[config.mk]
export PLATFORM = sky130hd
export DESIGN_NAME = fp_align_stage
export DESIGN_NICKNAME = d
export VERILOG_FILES = /design/src/rtl/fp_align_stage.sv
export SDC_FILE = /design/constraint.sdc
export NUM_CORES = 1
export LEC_CHECK = 0
export CORE_MARGIN = 1.5
export CORE_UTILIZATION = 52
export DETAILED_ROUTE_END_ITERATION = 8
export PLACE_DENSITY = 0.81
export SLEW_MARGIN = 40
export SYNTH_ARGS = -nofsm -noshare
export SYNTH_HDL_FRONTEND = slang
export SYNTH_SLANG_ARGS = --single-unit
export TNS_END_PERCENT = 1
[constraint.sdc]
create_clock -name clk -period 4.05 [get_ports clk]
set_input_delay 0.81 -clock clk [delete_from_list [all_inputs] [get_ports clk]]
set_output_delay 0.81 -clock clk [all_outputs]
set_load 0.05 [all_outputs]
[src/rtl/fp_align_stage.sv]
// ============================================================================
// Module   : fp_align_stage
// Purpose  : FP32 adder align stage - order operands, restore hidden bits,
//            right-shift smaller significand with G/R/S, resolve specials.
// Revision : 1.0
// ============================================================================
`default_nettype none

module fp_align_stage #(
  parameter int          SHIFT_SAT = 26,
  parameter logic [31:0] QNAN      = 32'h7FC00000
) (
  input  logic        clk,
  input  logic        reset,
  input  logic        in_valid,
  output logic        in_ready,
  input  logic        signA,
  input  logic        signB,
  input  logic [7:0]  exponentA,
  input  logic [7:0]  exponentB,
  input  logic [22:0] mantissaA,
  input  logic [22:0] mantissaB,
  input  logic        Ainf,
  input  logic        ANaN,
  input  logic        Asub,
  input  logic        Azero,
  input  logic        Anormal,
  input  logic        Binf,
  input  logic        BNaN,
  input  logic        Bsub,
  input  logic        Bzero,
  input  logic        Bnormal,
  output logic        out_valid,
  input  logic        out_ready,
  output logic        sign_big,
  output logic [7:0]  exp_big,
  output logic [23:0] mant_big,
  output logic [26:0] mant_small,
  output logic        eff_sub,
  output logic        special,
  output logic [31:0] special_result
);

  localparam logic [7:0] SAT_AMT = 8'(SHIFT_SAT);

  logic        s1_valid, s2_valid;
  logic        adv1, adv2;

  logic        s1_sign_big, s1_eff_sub, s1_special;
  logic [7:0]  s1_exp_big, s1_diff;
  logic [23:0] s1_sig_big, s1_sig_small;
  logic [31:0] s1_special_result;

  logic [7:0]  eff_a, eff_b;
  logic [23:0] sig_a, sig_b;
  logic        a_big;
  logic        sp_next;
  logic [31:0] sp_res_next;

  logic [26:0] ext, shifted, shift_mask;
  logic [26:0] small_next;

  assign adv2     = !s2_valid || out_ready;
  assign adv1     = !s1_valid || adv2;
  assign in_ready = adv1;
  assign out_valid = s2_valid;

  // Subnormals and zeros share the minimum effective exponent of 1.
  assign eff_a = (Asub || Azero) ? 8'd1 : exponentA;
  assign eff_b = (Bsub || Bzero) ? 8'd1 : exponentB;
  assign sig_a = {Anormal, mantissaA};
  assign sig_b = {Bnormal, mantissaB};
  assign a_big = (eff_a > eff_b) || ((eff_a == eff_b) && (sig_a >= sig_b));

  always_comb begin
    sp_next     = 1'b0;
    sp_res_next = 32'h0;
    if (ANaN || BNaN) begin
      sp_next     = 1'b1;
      sp_res_next = QNAN;
    end else if (Ainf && Binf && (signA != signB)) begin
      sp_next     = 1'b1;
      sp_res_next = QNAN;
    end else if (Ainf || Binf) begin
      sp_next     = 1'b1;
      sp_res_next = {(Ainf ? signA : signB), 8'hFF, 23'h0};
    end else if (Azero && Bzero) begin
      sp_next     = 1'b1;
      sp_res_next = {signA & signB, 31'h0};
    end
  end

  always_ff @(posedge clk) begin
    if (reset) begin
      s1_valid          <= 1'b0;
      s1_sign_big       <= 1'b0;
      s1_exp_big        <= 8'h0;
      s1_diff           <= 8'h0;
      s1_sig_big        <= 24'h0;
      s1_sig_small      <= 24'h0;
      s1_eff_sub        <= 1'b0;
      s1_special        <= 1'b0;
      s1_special_result <= 32'h0;
    end else if (adv1) begin
      s1_valid <= in_valid;
      if (in_valid) begin
        s1_sign_big       <= a_big ? signA : signB;
        s1_exp_big        <= a_big ? eff_a : eff_b;
        s1_diff           <= a_big ? (eff_a - eff_b) : (eff_b - eff_a);
        s1_sig_big        <= a_big ? sig_a : sig_b;
        s1_sig_small      <= a_big ? sig_b : sig_a;
        s1_eff_sub        <= signA ^ signB;
        s1_special        <= sp_next;
        s1_special_result <= sp_res_next;
      end
    end
  end

  // Bits shifted past the LSB collapse into the sticky position.
  assign ext        = {s1_sig_small, 3'b000};
  assign shifted    = ext >> s1_diff;
  assign shift_mask = ~({27{1'b1}} << s1_diff);

  always_comb begin
    if (s1_diff >= SAT_AMT) begin
      small_next = {26'h0, |s1_sig_small};
    end else begin
      small_next = {shifted[26:1], shifted[0] | (|(ext & shift_mask))};
    end
  end

  always_ff @(posedge clk) begin
    if (reset) begin
      s2_valid       <= 1'b0;
      sign_big       <= 1'b0;
      exp_big        <= 8'h0;
      mant_big       <= 24'h0;
      mant_small     <= 27'h0;
      eff_sub        <= 1'b0;
      special        <= 1'b0;
      special_result <= 32'h0;
    end else if (adv2) begin
      s2_valid <= s1_valid;
      if (s1_valid) begin
        sign_big       <= s1_sign_big;
        exp_big        <= s1_exp_big;
        mant_big       <= s1_sig_big;
        mant_small     <= small_next;
        eff_sub        <= s1_eff_sub;
        special        <= s1_special;
        special_result <= s1_special_result;
      end
    end
  end

endmodule

`default_nettype wire

==> impl_metrics.toml, run 1 <==
[setup_path]
timing.rr.start = "s1_diff[1]"
critical_path_class = "input port to flip-flop"
cp_slowest_cell = "or3_1"
worstPathBufferInverterCount = 1
critPathLaunch = "Bsub"
critical_path.max_fanout = 6
cpLargestDelayFamily = "compound AO/OA/AOI/OAI gates"
crit_chain = "clkdlybuf4s50_1 > or3_1 > ha_1 > fa_1 > and2b_1 > o2111ai_1 > a21oi_2 > o21ai_1 > o22ai_4 > mux2_2 > a221oi_4 > o21a_1 > o211ai_1"
critical_path.max_stage_delay_ps = 420
crit_required_ps = 4360
setup.worst_path.end_class = "flip-flop"
crit_arrival_ps = 4190
cp-start-kind = "input port"

[grt]
first_global_vias = 7363
grt_antenna_before_repair = 0
global_route.usage.total = 0.2818
globalRoute.totalOverflow = 0
grt_max_degree = 81
wire_length_of_the_first_global_routing_pass_um = 37350

[cts]
clk_transition_reported_paths_ps = 60
cts_inserted_buffers = 17
max-clock-path-buffers = 2
tritoncts_num_sinks = 137
cts_max_level = 4
insertion_delay_ps = 440
cts_hold_buffers = 0
tritoncts = "done"
cts-root-buf = "clkbuf_16"

[sta]
hold_slack_ps = 448.6
max_slew.worst_pin.slew_ps = 711.9
setup_repair_after_global_routing_missed_its_margin = "false"
min_period_over_period = 0.9579
finalClockSkew_ps = 11.25
finalMaxSlewViolations = 0
min_period_ps = 3880
totalNegativeSetupSlack_ps = 0
finalSetupViolations = 0
final_hold_viol_count = 0
max_freq_mhz = 257.8
max-slew-margin-rel = 0.5218

[die]
io_pins = 174
placementRows = 46
core_um2 = 15830
initial_core_util = 0.5301
fp.dieH_um = 130.0
die_area_um2 = 16910
die_w_um = 130.0

[routing]
drt-initial-drc-count = 544
totalWireLength_um = 23690
drt_first_pass_iters = 5
routed_wire_length_per_instance_um = 16.40
overall_via_count_from_detail_route = 8173
ant_nets = 0
routed_via_density = 5.660
detail_route.drc_violations = 0

[worst_hold_path]
min-delay-path-class = "flip-flop to flip-flop"
worstHoldStart = "s1_sign_big"

[place]
dpl.cell_count = 1410
detailed_place.area_um2 = 10090
dp_hpwl_um = 17560
io_buffers = 151
gp_routability_congestion = 0.9192

[synthesis]
synthesis.instances = 1082
syn_avg_cell_area_um2 = 7.755
synth_top_flop_cell = "dfxtp_1"
ys_types = 71
synth-warning-count = 0
ys_seq_area_frac = 0.3269
synth_edf_count = 0
netlist_area_um2 = 8391
asyncSetResetFlopFracSynth = 0
synth-seq-cells = 137

[layout]
drive_above_1_share = 0.09128
area_delta_synth_final_pct = 27.77
fillers = 1330
final_common_cell = "nor2_1"
nNetsFinal = 1334
commonest_cells_after_routing_fill_and_taps_aside = "nor2_1, nand2_1, clkdlybuf4s50_1"
fin_area_um2 = 10720
stdcell_count = 1444

[run]
drv.max_cap_violation_count = 0

[power]
totalPowerFinal_mw = 4.396
cellPowerDensity_nw_per_um2 = 410.1
power.static_leakage_nw = 4.302
peakVddDrop_uv = 295.1

[outcome]
run_status = "finished, final reports clean"
## worst min-delay path, cell delays in order (launching register included)
cell	delay [ps]
dfxtp_1	310
nand2_1	50
a21oi_1	50
## synth_stat cells, types with 3 or more instances
cell	count	area [um2]
o22ai_1	5	31.28
buf_1	6	22.52
nor3_1	15	75.07
buf_2	13	65.06
mux4_2	6	135.1
o311ai_1	3	26.28
nor4_1	6	37.54
o21ai_0	25	125.1
nand2b_1	3	18.77
dfxtp_1	137	2743
nor2_1	159	596.8
buf_6	6	67.56
clkbuf_1	51	191.4
inv_1	45	168.9
nor3b_1	3	22.52
o21ai_1	3	15.01
mux2_1	3	33.78
mux2_2	7	78.83
a211oi_1	67	503.0
nand4_1	8	50.05
a222oi_1	4	40.04
mux2i_1	52	520.5
buf_4	30	225.2
nor2b_1	5	31.28
o21a_1	5	37.54
ha_1	40	500.5
nand3_1	11	55.05
o31ai_1	5	37.54
or3_1	10	62.56
a31oi_1	8	50.05
nand2_1	153	574.3
o211ai_1	11	82.58
a22oi_1	17	127.6
a21oi_1	111	555.5
## per-layer routing
metal | up-vias | wire length (um) | track usage
li1 | 4033 | - | -
met1 | 3797 | 10750 | 0.3700
met2 | 294 | 10740 | 0.4480
met3 | 49 | 1531 | 0.07052
met4 | 0 | 669 | 0.1046
met5 | - | 0 | 0
## kinds of logic after synthesis
family,Yosys count,share of synthesized area
DFF,137,0.3269
adders and majority gates,42,0.06442
buffers and inverters,155,0.09141
other,1,0.0004469
AOI/OAI and AO/OA,288,0.2228
and+or+nand+nor,386,0.1936
muxes,70,0.09738
xor gates and xnor gates,3,0.003132
## metrics by stage
step,utilization,setup WS [ps]
floorplan,-,478.7
global placement,0.6376,-144.3
detailed placement,0.6377,-295.2
CTS,0.6748,149.9
global route,0.6772,19.56
finish,0.6773,170.5
## area by class of cell
cell class	count	area, um2	area share
multi-input combinational	811	4992	0.4657
timing repair buffer	199	1944	0.1814
clock buffer	18	439.2	0.04097
antenna	1	2.502	0.0002334
clock inverter	14	147.6	0.01377
sequential	137	2744	0.2560
inverter	48	180.2	0.01681
tap	216	270.3	0.02521
## repair_timing
| item | in CTS | in global routing |
|---|---|---|
| resized for setup | 0 | 4 |
| setup buffers | 0 | 0 |
| endpoints found under the setup margin | 0 | 14 |
## registers in the layout, summed over array words and instances (netlist names)
name,flops
out_valid,1
exp_big,8
eff_sub,1
s1_special,1
special,1
s1_diff,8
mant_small,27
s1_special_result,3
s1_eff_sub,1
sign_big,1
s1_sig_small,24
special_result,3
mant_big,24
s1_valid,1
s1_exp_big,8
s1_sig_big,24
s1_sign_big,1
## final timing paths
path,depth (start not counted),slack [ps],endpoint
worst max register to register,9,1290,mant_small[0]
worst min-delay path,2,450,sign_big
worst min register to register,2,450,sign_big
worst max-delay path,13,170,s1_diff[5]
## report_power, final
part           internal (mW)  total [mW]  switching (mW)  leakage [nW]
Sequential              1.44        1.54           0.104          1.12
Clock                  0.838        1.53           0.690         0.290
Combinational          0.533        1.32           0.791          2.89
Total                   2.81        4.40            1.58          4.30
Power figures use the tool's default switching activity.
==> run 2: changes to the inputs <==
- PLACE_DENSITY: 0.81 -> 0.88
==> impl_metrics.toml, run 2 (same netlist as run 1, synthesis figures left out) <==
[outcome]
run_status = "finished, final reports clean"

[routing]
detail_route.drc_violations = 0
ant_nets = 0
routed_wire_length_per_instance_um = 16.77
routed_via_density = 5.761
overall_via_count_from_detail_route = 8284
totalWireLength_um = 24110
drt_first_pass_iters = 7
drt-initial-drc-count = 640

[setup_path]
path_common_cell = "buf_4"
crit-reg2reg-capture = "mant_small[17]"
setup.worst_path.end_class = "flip-flop"
critical_path.max_stage_delay_ps = 410
critical_path_class = "input port to flip-flop"
worstPathBufferInverterCount = 3
critical_path.max_fanout = 16
crit_arrival_ps = 4090
timing.rr.start = "s1_diff[1]"
timing.reg2reg.setup_slack_ps = 1120
cp-start-kind = "input port"
crit_chain = "clkdlybuf4s50_1 > or3_1 > ha_1 > fa_1 > and2b_1 > o2111ai_1 > a21oi_1 > o21ai_0 > o22ai_4 > buf_4 > buf_4 > mux2i_1 > a211oi_1"
cp_slowest_cell = "clkdlybuf4s50_1"
crit_required_ps = 4320
timing.reg2reg.worst_path_depth = 8
cpLargestDelayFamily = "buffers and inverters"

[cts]
max-clock-path-buffers = 2
cts_max_level = 4
tritoncts = "done"
cts-root-buf = "clkbuf_16"
insertion_delay_ps = 430
tritoncts_num_sinks = 137
cts_inserted_buffers = 17
cts.repair.resized = 0
clk_transition_reported_paths_ps = 60
cts_hold_buffers = 0
total_setup_buffers_inserted_after_cts = 0

[place]
dp_worst_setup_slack_ps = -177.2
io_buffers = 151
dp_hpwl_um = 17760
gp_routability_congestion = 1.001

[die]
placementRows = 46
die_area_um2 = 16910
core_um2 = 15830
fp.dieH_um = 130.0
initial_core_util = 0.5301
die_w_um = 130.0
io_pins = 174

[grt]
first_global_vias = 7837
wire_length_of_the_first_global_routing_pass_um = 38830
grt_antenna_before_repair = 0
global_route.usage.total = 0.2897
globalRoute.totalOverflow = 0
grt_max_degree = 79

[worst_hold_path]
holdPathEnd = "mant_big[23]"
min-delay-path-class = "flip-flop to flip-flop"
min_delay_path_depth = 2
worstHoldStart = "mant_big[23]"

[layout]
commonest_cells_after_routing_fill_and_taps_aside = "nor2_1, nand2_1, clkdlybuf4s50_1"
fillers = 1276
antenna-diode-count = 0
final_common_cell = "nor2_1"
drive_above_1_share = 0.08429
largest_register_ffs = 27
post-route-util = 0.6703
area_delta_synth_final_pct = 26.44
largest_register = "mant_small"
nNetsFinal = 1330

[sta]
finalMaxSlewViolations = 0
max-slew-margin-rel = 0.4560
finalClockSkew_ps = 10.05
final_hold_viol_count = 0
max_freq_mhz = 261.8
min_period_ps = 3820
max_slew.worst_pin.slew_ps = 805.5
min_period_over_period = 0.9432
setup_repair_after_global_routing_missed_its_margin = "false"
finalSetupViolations = 0
final_critical_path_setup_slack_ps = 229.9

[power]
power.static_leakage_nw = 4.246
cellPowerDensity_nw_per_um2 = 409.9
peakVddDrop_uv = 300.5

[run]
drv.max_cap_violation_count = 0
==> run 2: cell types whose count changed in the layout (fill, tap and decap cells not counted), sizes merged <==
cell,before,now
bufinv,0,1
inv,56,53
diode,1,0
clkinvlp,0,3
clkinv,6,4
buf,49,45
==> run 2: layout make-up <==
type,instances,area [um2],area share
clock buffer,18,429.2,0.04045
clock inverter,13,133.9,0.01262
inverter,48,180.2,0.01698
multi-input combinational,811,4975,0.4689
sequential,137,2744,0.2586
tap,216,270.3,0.02547
timing repair buffer,195,1877,0.1769
==> run 2: tightest hold or removal path, stage by stage (launching register included) <==
cell	delay, ps
dfxtp_1	300
nand2_1	50
a21oi_1	50
==> run 2: through the flow <==
stage	TNS, ps	hold slack, ps	area (um2)	total power, mW	cells
6_report	0	451.2	10610	4.349	1438
3_3_place_gp	-730.8	437.3	10040	2.842	1407
5_1_grt	0	471.0	10610	4.556	1438
3_5_place_dp	-4923	445.7	10050	2.862	1407
4_1_cts	0	455.2	10610	4.347	1438
2_1_floorplan	0	432.2	8469	2.489	1103
==> run 2: power by group <==
part	internal (mW)	switching, mW
Sequential	1.44	0.113
Clock	0.856	0.631
Combinational	0.524	0.784
Total	2.82	1.53
==> run 2: metal layers <==
metal	vias to the layer above	GRT usage	share of wire
met4	0	0.1235	0.033
met2	340	0.4582	0.46
met3	65	0.07093	0.073
met5	-	0	0
met1	3840	0.3770	0.44
li1	4039	-	-
==> run 2: worst max-delay path by stage <==
stage                       end  start  slack [ps]  cells past startpoint
2_1_floorplan        s1_diff[5]   Bsub         480                     12
3_3_place_gp   s1_sig_small[19]   Bsub         -70                     13
3_5_place_dp         s1_diff[4]   Asub        -180                     15
4_1_cts              s1_diff[4]   Asub         250                     15
5_1_grt          s1_sig_big[22]   Bsub          60                     13
6_report       s1_sig_small[20]   Bsub         230                     13
